===== src/rtl/uart_pkg.sv =====
// rtl/uart_pkg.sv - shared UART constants and transmit-buffer FSM state type
package uart_pkg;

    localparam int UART_DATA_W    = 8;
    localparam int UART_TXF_DEPTH = 16;

    typedef enum logic [1:0] {
        IDLE  = 2'd0,
        START = 2'd1,
        WAIT  = 2'd2
    } uart_txf_state_t;

endpackage


===== src/rtl/uart_fifo_mem.sv =====
// rtl/uart_fifo_mem.sv - circular byte FIFO with count and full/empty flags
module uart_fifo_mem
    import uart_pkg::*;
#(
    parameter  int DEPTH = UART_TXF_DEPTH,
    localparam int AW    = $clog2(DEPTH)
) (
    input  logic                   clk,
    input  logic                   rst,
    input  logic                   i_push,
    input  logic [UART_DATA_W-1:0] i_push_data,
    input  logic                   i_pop,
    output logic [UART_DATA_W-1:0] o_rd_data,
    output logic                   o_full,
    output logic                   o_empty,
    output logic [AW:0]            o_count
);

    localparam logic [AW-1:0] PTR_ONE  = 1;
    localparam logic [AW:0]   CNT_ONE  = 1;
    localparam logic [AW:0]   CNT_FULL = (AW+1)'(DEPTH);

    logic [UART_DATA_W-1:0] r_mem [DEPTH];
    logic [AW-1:0]          r_wr_ptr;
    logic [AW-1:0]          r_rd_ptr;
    logic [AW:0]            r_count;
    logic                   w_do_push;
    logic                   w_do_pop;

    // Both guards use the pre-edge count, so a full push is dropped even if a pop lands on the same edge.
    assign w_do_push = i_push && !o_full;
    assign w_do_pop  = i_pop && !o_empty;

    always_ff @(posedge clk) begin
        if (rst) begin
            r_wr_ptr <= '0;
            r_rd_ptr <= '0;
            r_count  <= '0;
        end else begin
            if (w_do_push) r_wr_ptr <= r_wr_ptr + PTR_ONE;
            if (w_do_pop)  r_rd_ptr <= r_rd_ptr + PTR_ONE;
            case ({w_do_push, w_do_pop})
                2'b10:   r_count <= r_count + CNT_ONE;
                2'b01:   r_count <= r_count - CNT_ONE;
                default: r_count <= r_count;
            endcase
        end
    end

    always_ff @(posedge clk) begin
        if (w_do_push) r_mem[r_wr_ptr] <= i_push_data;
    end

    assign o_rd_data = r_mem[r_rd_ptr];
    assign o_full    = (r_count == CNT_FULL);
    assign o_empty   = (r_count == '0);
    assign o_count   = r_count;

endmodule


===== src/rtl/uart_tx_fifo.sv =====
// rtl/uart_tx_fifo.sv - transmit byte buffer feeding the UART transmitter handshake
// Optional level/half outputs are enabled by defining UART_TXF_LEVEL_EN.
module uart_tx_fifo
    import uart_pkg::*;
#(
    parameter  int DEPTH = UART_TXF_DEPTH,
    localparam int AW    = $clog2(DEPTH)
) (
    input  logic                   clk,
    input  logic                   rst,
    input  logic [UART_DATA_W-1:0] wr_data,
    input  logic                   wr_en,
    output logic                   full,
    output logic                   empty,
    output logic                   busy,
    output logic                   overflow,
    output logic [UART_DATA_W-1:0] tx_din,
    output logic                   tx_enable,
    input  logic                   tx_done
`ifdef UART_TXF_LEVEL_EN
    ,
    output logic [AW:0]            level,
    output logic                   half
`endif
);

    uart_txf_state_t        r_state;
    logic [UART_DATA_W-1:0] r_tx_din;
    logic                   r_tx_enable;
    logic                   r_overflow;
    logic [UART_DATA_W-1:0] w_rd_data;
    logic                   w_full;
    logic                   w_empty;
    logic                   w_pop;

    assign w_pop = (r_state == IDLE) && !w_empty;

`ifdef UART_TXF_LEVEL_EN
    localparam logic [AW:0] CNT_HALF = (AW+1)'(DEPTH / 2);
    logic [AW:0] w_count;

    assign level = w_count;
    assign half  = (w_count >= CNT_HALF);
`endif

    uart_fifo_mem #(
        .DEPTH       (DEPTH)
    ) u_mem (
        .clk         (clk),
        .rst         (rst),
        .i_push      (wr_en),
        .i_push_data (wr_data),
        .i_pop       (w_pop),
        .o_rd_data   (w_rd_data),
        .o_full      (w_full),
        .o_empty     (w_empty),
`ifdef UART_TXF_LEVEL_EN
        .o_count     (w_count)
`else
        .o_count     ()
`endif
    );

    always_ff @(posedge clk) begin
        if (rst) begin
            r_state     <= IDLE;
            r_tx_din    <= '0;
            r_tx_enable <= 1'b0;
            r_overflow  <= 1'b0;
        end else begin
            if (wr_en && w_full) r_overflow <= 1'b1;
            case (r_state)
                IDLE: begin
                    if (!w_empty) begin
                        r_tx_din    <= w_rd_data;
                        r_tx_enable <= 1'b1;
                        r_state     <= START;
                    end
                end
                START: begin
                    r_tx_enable <= 1'b0;
                    r_state     <= WAIT;
                end
                WAIT: begin
                    if (tx_done) r_state <= IDLE;
                end
                default: begin
                    r_tx_enable <= 1'b0;
                    r_state     <= IDLE;
                end
            endcase
        end
    end

    assign full      = w_full;
    assign empty     = w_empty;
    assign busy      = (r_state != IDLE);
    assign overflow  = r_overflow;
    assign tx_din    = r_tx_din;
    assign tx_enable = r_tx_enable;

endmodule


===== config.mk =====
export PLATFORM = sky130hd
export DESIGN_NAME = uart_tx_fifo
export DESIGN_NICKNAME = d
export VERILOG_FILES = /design/src/rtl/uart_pkg.sv /design/src/rtl/uart_fifo_mem.sv /design/src/rtl/uart_tx_fifo.sv
export SDC_FILE = /design/constraint.sdc
export NUM_CORES = 1
export LEC_CHECK = 0
export CORE_MARGIN = 2
export CORE_UTILIZATION = 55
export DETAILED_ROUTE_END_ITERATION = 6
export PLACE_DENSITY = 0.81
export SLEW_MARGIN = 0
export SYNTH_ARGS = -nofsm -noshare
export SYNTH_HDL_FRONTEND = slang
export SYNTH_SLANG_ARGS = --single-unit

===== constraint.sdc =====
create_clock -name clk -period 6.82 [get_ports clk]
set_input_delay 1.023 -clock clk [delete_from_list [all_inputs] [get_ports clk]]
set_output_delay 1.023 -clock clk [all_outputs]
set_load 0.02 [all_outputs]

After elaboration in Yosys (flattened, before gate mapping) --
Memory sizes are Yosys's and may differ from the RTL's. A register that Yosys moved wholly into a read port is not among the register bits. Index checks and enable logic that the tools add are counted.
Word-level totals: flip-flop bits (word level) 17, memory bits (writable) 128, input port bits 12, output and inout port bits 13, logic and storage cells 41, memories 1
Cells by class: add/subtract/negate cells 4, equal/unequal tests 7, muxes and demuxes 8, bitwise gates (word level) 2, reduce and logical (&&, ||, !) cells 13
Memory list:
- u_mem.r_mem | words 16, width 8, rd ports 1, clocked after Yosys merged registers in 1, wr ports 1, RTL line uart_fifo_mem.sv:23 | logic [UART_DATA_W-1:0] r_mem [DEPTH];
Operators by type and width (count):
- one-hot mux 5 bit (2 select lines) | 1
- adder 4 x 1 -> 4 bit (second input constant) | 2
- one-hot mux 2 bit (3 select lines) | 1
- AND reduction 2 bit | 3
- adder 5 x 1 -> 5 bit (second input constant) | 1
- == test 5 bit (second input constant) | 1
- zero test 5 bit | 1
- subtractor 5 x 1 -> 5 bit (second input constant) | 1
- == test 2 x 1 -> 1 bit (second input constant) | 2
- == test 2 bit (second input constant) | 2
- logical AND 1 bit | 4
- 2-to-1 mux 2 bit | 2
- != test 2 bit (second input constant) | 2
- nonzero test 2 bit | 2
- 2-to-1 mux 1 bit | 3
- zero test 1 bit | 2
- zero test 2 bit | 1
- NOT 1 bit | 2
- one-hot mux 1 bit (2 select lines) | 1

Longest topological paths before layout --
Gate-level depths: netlist (run 1).
word-level depth 6, mapped depth 11, mapped depth without buffers 10

By module --
Synthesis (run 1) repeated with hierarchy kept, for this count alone.
Second synthesis, totals: cells, all modules 377, area, all modules 6354.8 sq um
Modules (own cells, without submodules):
- uart_fifo_mem | instances 1, cells each 324, area an instance 5836.8 sq um, sequential area each 4184.0 sq um
- uart_tx_fifo | instances 1, cells each 53, area an instance 518.0 sq um, sequential area each 240.2 sq um

Least setup slack after synthesis (run 1) --
Ideal clock, no wire load.
path type in2reg, start point input port wr_en, end point register u_mem.r_count[4], in the netlist u_mem.o_count[4], library setup time 62 ps, data arrival time 2873 ps, data required time 6758 ps, path slack 3884 ps, stages on the path 8, buffers on the path 1, cells stage by stage a21boi_1 > inv_1 > ha_1 > clkbuf_1 > or4b_2 > a21oi_1 > a31oi_1 > nand3_1
On the way: word-level cells in the longest chain between the ends 3, elaborated cells between the ends (all ways) 5, those cells by class eq/ne (2); mux (1); reduce/logical (2)
Ends and longest elaborated chain:
- start: declaration | RTL line uart_tx_fifo.sv:12 | input logic wr_en,
- logical AND 1 bit (*) | RTL line uart_fifo_mem.sv:31 | assign w_do_push = i_push && !o_full;
- == test 2 x 1 -> 1 bit / == test 2 bit (equally long branches) | RTL line uart_fifo_mem.sv:42 | case ({w_do_push, w_do_pop})
- one-hot mux 5 bit (2 select lines) / nonzero test 2 bit (equally long branches)
- end signal: assignment | RTL line uart_fifo_mem.sv:43 | 2'b10: r_count <= r_count + CNT_ONE;
- end signal: assignment | RTL line uart_fifo_mem.sv:44 | 2'b01: r_count <= r_count - CNT_ONE;
- end signal: assignment | RTL line uart_fifo_mem.sv:45 | default: r_count <= r_count;
- end: declaration | RTL line uart_fifo_mem.sv:26 | logic [AW:0] r_count;
Every way passes the cells marked *; elsewhere a longest branch is shown, timed or not. A chain may end at the register's enable or synchronous reset.

Final worst setup path (run 1) --
Ends and elaborated chain as after synthesis.

==> results.cfg, run 1 <==
[clock_tree]
htree_levels = 4
cts_tree = built
insertion_delay_ps = 430
clockRootBuffer = clkbuf_16
cts_hold_buffers = 0
ctsLongestPathBuffers = 2
postCtsResizedCells = 0
clkSlewWorstSetupHoldPaths_ps = 60
cts_num_sinks = 153
cts_buffers = 17
postCtsSetupRepairBufs = 0

[detailed_routing]
drt-pass1-iter-count = 7
wl_per_cell_um = 21.2
wirelength_um = 12400
postRouteAntennaNets = 0
vias_per_cell = 6.04
drc = 0
vias = 3551
drtIter0Drc = 405

[sta]
min_period_ps = 3430
worst_pin_slew_ps = 1230
slew_viol_final = 0
clock.fmax_ghz = 0.291
setup_viol = 0
final-hold-violation-count = 0
fin_worst_skew_ps = 12.6
finalCritPeriodShare_pct = 50.3
relSlewSlack_pct = 17.2
rsz0062_at_grt = false
fin_setup_tns_ps = 0

[worst_setup_path]
crit_path_max_fanout = 9
cp.arrival_ps = 3740
critPathRequiredTime_ps = 7120
critPathSlowestCell = clkdlybuf4s50_1
path_delay_family = compound AO/OA/AOI/OAI gates
crit_path_frequent_cell = ha_1
worstSetupStartpointType = input port
worstPathCellList = clkdlybuf4s50_1 -> a21boi_1 -> inv_1 -> ha_1 -> xor2_1 -> ha_1 -> a211o_2 -> a21oi_1 -> a211o_1 -> nand3_1
critPathMaxStageDelay_ps = 570
rrSetupSlack_ps = 3450
path_buf_inv = 2
end_kind = flop
worstSetupPathType = input port to flop

[grt]
grt_pass1_vias = 3523
gr-usage-met2_pct = 32.0
track_usage_pct = 20.7
grtUsageMet1_pct = 26.4
antenna_found_initial = 0
use_met3_pct = 7.08
grt_start_max_net_pins = 67
overflow = 0
grt_pass1_wl_um = 19000
globalRoute.busiestLayer = met2

[power]
power_density_nw_per_um2 = 370
clkPwrFrac_pct = 37.9
internal_power_mw = 1.90
p_leak_nw = 2.26
p_sw_share_pct = 28.2
vdd_drop_max_mv = 0.220
power_frac_seq_pct = 43.0
combPwrFrac_pct = 19.1
p_sw_mw = 0.746

[layout]
final_common_cell = edfxtp_1
areaGrowthSynthToFinish_pct = 14.4
utilization_pct = 65.1
fillers = 744
antenna_cells = 0
most-common-layout-cells = edfxtp_1 (128), mux2i_1 (68), nor2_1 (39)
drive_gt1_share_pct = 9.15
nets = 456

[min_path]
min-delay-path-class = flop to flop

[place]
portBuffers = 24
routabilityCongestion = 0.831
dpl.hpwl_um = 7790

[logic_synthesis]
synth_ff_type = edfxtp_1
synth_area_per_cell_um2 = 15.0
synth_largest_area_cell = edfxtp_1
synth.net_count = 439
synth_top_area_share_pct = 61.5
yosysWarnings = 0
syn_inst = 418
syn_area_um2 = 6250
async_flop_share_pct = 0
seq_area_frac_synth_pct = 69.5
ys_seq_elements = 153
ys_types = 41
yosys-top-cells-area = edfxtp_1 (61%), mux2i_1 (11%), dfxtp_1 (8.0%), o22ai_1 (3.2%), nor2_1 (2.3%)
synth_enable_flop_cells = 128

[floorplanning]
die_y_um = 111
die_w_um = 111
core_um2 = 11000
die_area_um2 = 12200
fp-row-count = 38
start_util_pct = 56.9
boundaryPins = 25

[status]
run_status = completed

[flow_run]
max_cap_viol_count = 0
[Yosys cell counts (6+ instances only)]
cell type,number
o22ai_1,32
xor2_1,6
mux2i_1,68
nor4_1,9
a211oi_1,8
nor2_1,39
nor3_1,7
clkbuf_1,7
edfxtp_1,128
ha_1,9
inv_1,8
a21oi_1,6
dfxtp_1,25
buf_4,7
nand2_1,8
buf_2,8
[final cells by class]
cell class | instances | area (um^2) | area share (%)
sequential | 153 | 4350 | 60.8
tap | 140 | 175 | 2.45
clock inverter | 15 | 213 | 2.97
clock buffer | 17 | 425 | 5.95
multi-input combinational | 230 | 1710 | 24.0
timing repair buffer | 25 | 248 | 3.46
inverter | 8 | 30.0 | 0.420
[stage by stage]
| stage | std cells | total power, mW | cell area (um^2) | hold WS (ps) | setup slack [ps] |
|---|---|---|---|---|---|
| after floorplan | 418 | 1.50 | 6250 | 489 | 3880 |
| after global placement | 556 | 1.64 | 6520 | 451 | 3130 |
| after detailed placement | 556 | 1.66 | 6520 | 473 | 3000 |
| after CTS | 588 | 2.65 | 7150 | 488 | 3440 |
| after global routing | 588 | 2.74 | 7150 | 515 | 3240 |
| final | 588 | 2.65 | 7150 | 476 | 3390 |
[final timing paths]
path | from | to | cells past startpoint
worst max-delay path | wr_en | u_mem.o_count[4] | 10
worst min-delay path | overflow | overflow | 2
worst max register to register | u_mem.o_count[4] | u_mem.o_count[4] | 8
worst min register to register | overflow | overflow | 2
[power groups by stage]
stage / Sequential (mW) / Clock, mW / Combinational [mW]
after global placement: 1.15 / 0 / 0.485
after floorplan: 1.14 / 0 / 0.359
after detailed placement: 1.16 / 0 / 0.500
after global routing: 1.15 / 1.05 / 0.546
final: 1.14 / 1.00 / 0.506
after CTS: 1.14 / 1.01 / 0.504
[routing by layer]
metal	wire length [um]	vias up	part of all wire [%]
met3	932	27	7.5
met4	331	0	2.7
met5	0	-	0
met1	5180	1733	42
met2	6000	147	48
li1	-	1644	-
[logic make-up (layout without fill, tap and decap cells)]
family,after synthesis,count (layout),synth area share [%]
muxes,68,68,10.9
buffers and inverters,35,65,3.16
xor gates and xnor gates,9,9,1.26
and+or+nand+nor,82,82,6.54
DFF,153,153,69.5
AOI/OAI and AO/OA,62,62,6.86
adders and majority gates,9,9,1.80
[registers in the layout (all words and copies together) (netlist names)]
signal,cells
u_mem.r_mem,128
tx_din,8
u_mem.o_count,5
u_mem.r_rd_ptr,4
u_mem.r_wr_ptr,4
r_state,2
overflow,1
tx_enable,1
[worst register-to-register path, cell delays in order (launching register included)]
cell and delay, ps:
dfxtp_1 500, inv_1 210, a21boi_2 880, ha_1 510, ha_1 270, or4b_2 610, a21oi_1 140, a31oi_1 70
nand3_1 120
Power figures use the tool's default switching activity.
==> inputs of run 2 (changes only) <==
==> constraint.sdc (replaced) <==
create_clock -name clk -period 3.4 [get_ports clk]
set_input_delay 0.51 -clock clk [delete_from_list [all_inputs] [get_ports clk]]
set_output_delay 0.51 -clock clk [all_outputs]
set_load 0.02 [all_outputs]
==> run 2 against run 1 <==
  * First-iteration DRC count is 42% lower
  * Global-route usage rose by 1.1 points
  * Flip-flop and latch count stayed put
  * Design area is 0.31% higher
  * Clock skew decreased by 5.3 ps
  * Setup slack lost 2800 ps
  * Register-to-register slack worse by 2900 ps
  * Final cell count increased by 1.4%
  * Combinational power increased by 110%
  * Non-clock buffer count grew 9
  * Critical endpoint unchanged
==> results.cfg, run 2 (synthesized netlist as in run 1, its figures left out) <==
[sta]
fin_setup_tns_ps = 0
relSlewSlack_pct = 47.6
min_period_ps = 2810
final-hold-violation-count = 0
rsz0062_at_grt = false
slew_viol_final = 0
worst_pin_slew_ps = 783
fin_worst_skew_ps = 7.32
clock.fmax_ghz = 0.356
finalCritPeriodShare_pct = 82.6
setup_viol = 0

[place]
routabilityCongestion = 0.891
portBuffers = 24
dpl.hpwl_um = 8030
placed_area_um2 = 6600

[detailed_routing]
wirelength_um = 12700
vias = 3541
drt-pass1-iter-count = 4
drc = 0
drtIter0Drc = 234
postRouteAntennaNets = 0
vias_per_cell = 5.94
wl_per_cell_um = 21.2

[min_path]
min_from = overflow
hold_path_depth = 2
min-delay-path-class = flop to flop

[floorplanning]
die_w_um = 111
boundaryPins = 25
die_area_um2 = 12200
core_um2 = 11000
start_util_pct = 56.9
fp-row-count = 38
die_y_um = 111

[worst_setup_path]
crit_start = u_mem.o_count[1]
worstSetupPathType = flop to flop
worstReg2RegStart = u_mem.o_count[1]
crit_path_frequent_cell = ha_1
path_buf_inv = 1
worstRegToRegCells = 10
critPathSlowestCell = nor4_1
path_delay_family = compound AO/OA/AOI/OAI gates
end_kind = flop
crit_path_max_fanout = 9
worstPathCellList = nor4_1 -> a21boi_1 -> inv_1 -> ha_1 -> xor2_1 -> ha_1 -> nor2_1 -> o32ai_1 -> a211o_1 -> nand3_1
critPathRequiredTime_ps = 3700
worstSetupStartpointType = flop
cp.depth = 10
cp.arrival_ps = 3110
critPathMaxStageDelay_ps = 520

[grt]
track_usage_pct = 21.8
antenna_found_initial = 0
grt_start_max_net_pins = 42
overflow = 0
grt_pass1_vias = 3538
grt_pass1_wl_um = 19800

[clock_tree]
htree_levels = 4
ctsLongestPathBuffers = 2
clockRootBuffer = clkbuf_16
insertion_delay_ps = 420
postCtsResizedCells = 0
clkSlewWorstSetupHoldPaths_ps = 60
cts_num_sinks = 153
cts_hold_buffers = 0
cts_tree = built
postCtsSetupRepairBufs = 0
cts_buffers = 17

[layout]
most-common-layout-cells = edfxtp_1 (128), mux2i_1 (68), nor2_1 (39)
antenna_cells = 0
largest_register_ffs = 128
nets = 465
final_area_um2 = 7180
drive_gt1_share_pct = 10.3
regMostFlops = u_mem.r_mem
areaGrowthSynthToFinish_pct = 14.8
fillers = 752
final_common_cell = edfxtp_1

[power]
vdd_drop_max_mv = 0.369
power_density_nw_per_um2 = 718
p_leak_nw = 2.28

[status]
run_status = completed

[flow_run]
max_cap_viol_count = 0
==> run 2: cell count changes in the layout (fill, tap and decap cells not counted), sizes merged <==
cell / previous run / this run
buf: 1 / 10
inv: 13 / 8
clkbuf: 17 / 20
clkinvlp: 2 / 5
bufinv: 4 / 2
==> run 2: per-layer routing <==
metal | track usage, % | part of all wire [%]
met1 | 28.6 | 41
met2 | 34.2 | 50
met3 | 5.82 | 6.2
met4 | 10.1 | 2.5
met5 | 0 | 0
==> run 2: stage by stage <==
stage	total power [mW]	hold WS, ps	worst slack (ps)	util [%]	cells
detailed placement	3.36	467	433	60.0	565
floorplan	3.01	489	899	-	418
finish	5.15	475	592	65.3	596
global placement	3.30	451	574	60.0	565
global route	5.37	518	343	65.3	596
CTS	5.16	480	638	65.3	596
==> run 2: final cells by class <==
| cell class | instances | area [um^2] | area share (%) |
|---|---|---|---|
| repair buffers | 34 | 328 | 4.57 |
| multi-input cells | 230 | 1710 | 23.9 |
| well taps | 140 | 175 | 2.44 |
| clock buffers | 20 | 457 | 6.36 |
| flip-flops and latches | 153 | 4350 | 60.6 |
| inverters | 8 | 30.0 | 0.418 |
| clock inverters | 11 | 124 | 1.73 |
==> run 2: worst reg2reg max path: stages, from the launching register on <==
cell and delay (ps):
dfxtp_1 400, nor4_1 520, a21boi_1 170, inv_1 120, ha_1 350, xor2_1 200
ha_1 250, nor2_1 70, o32ai_1 370, a211o_1 190, nand3_1 60
==> run 2: where the power goes <==
| group | internal (mW) | leakage, nW | total (mW) | switching, mW |
|---|---|---|---|---|
| clock network | 1.11 | 0.268 | 1.82 | 0.710 |
| registers | 2.16 | 1.36 | 2.27 | 0.117 |
| logic | 0.434 | 0.646 | 1.06 | 0.625 |
==> run 2: worst paths after layout <==
| path | endpoint | slack (ps) |
|---|---|---|
| min reg2reg | overflow | 470 |
| min | overflow | 470 |
| max reg2reg | u_mem.o_count[4] | 590 |
| max | u_mem.o_count[4] | 590 |
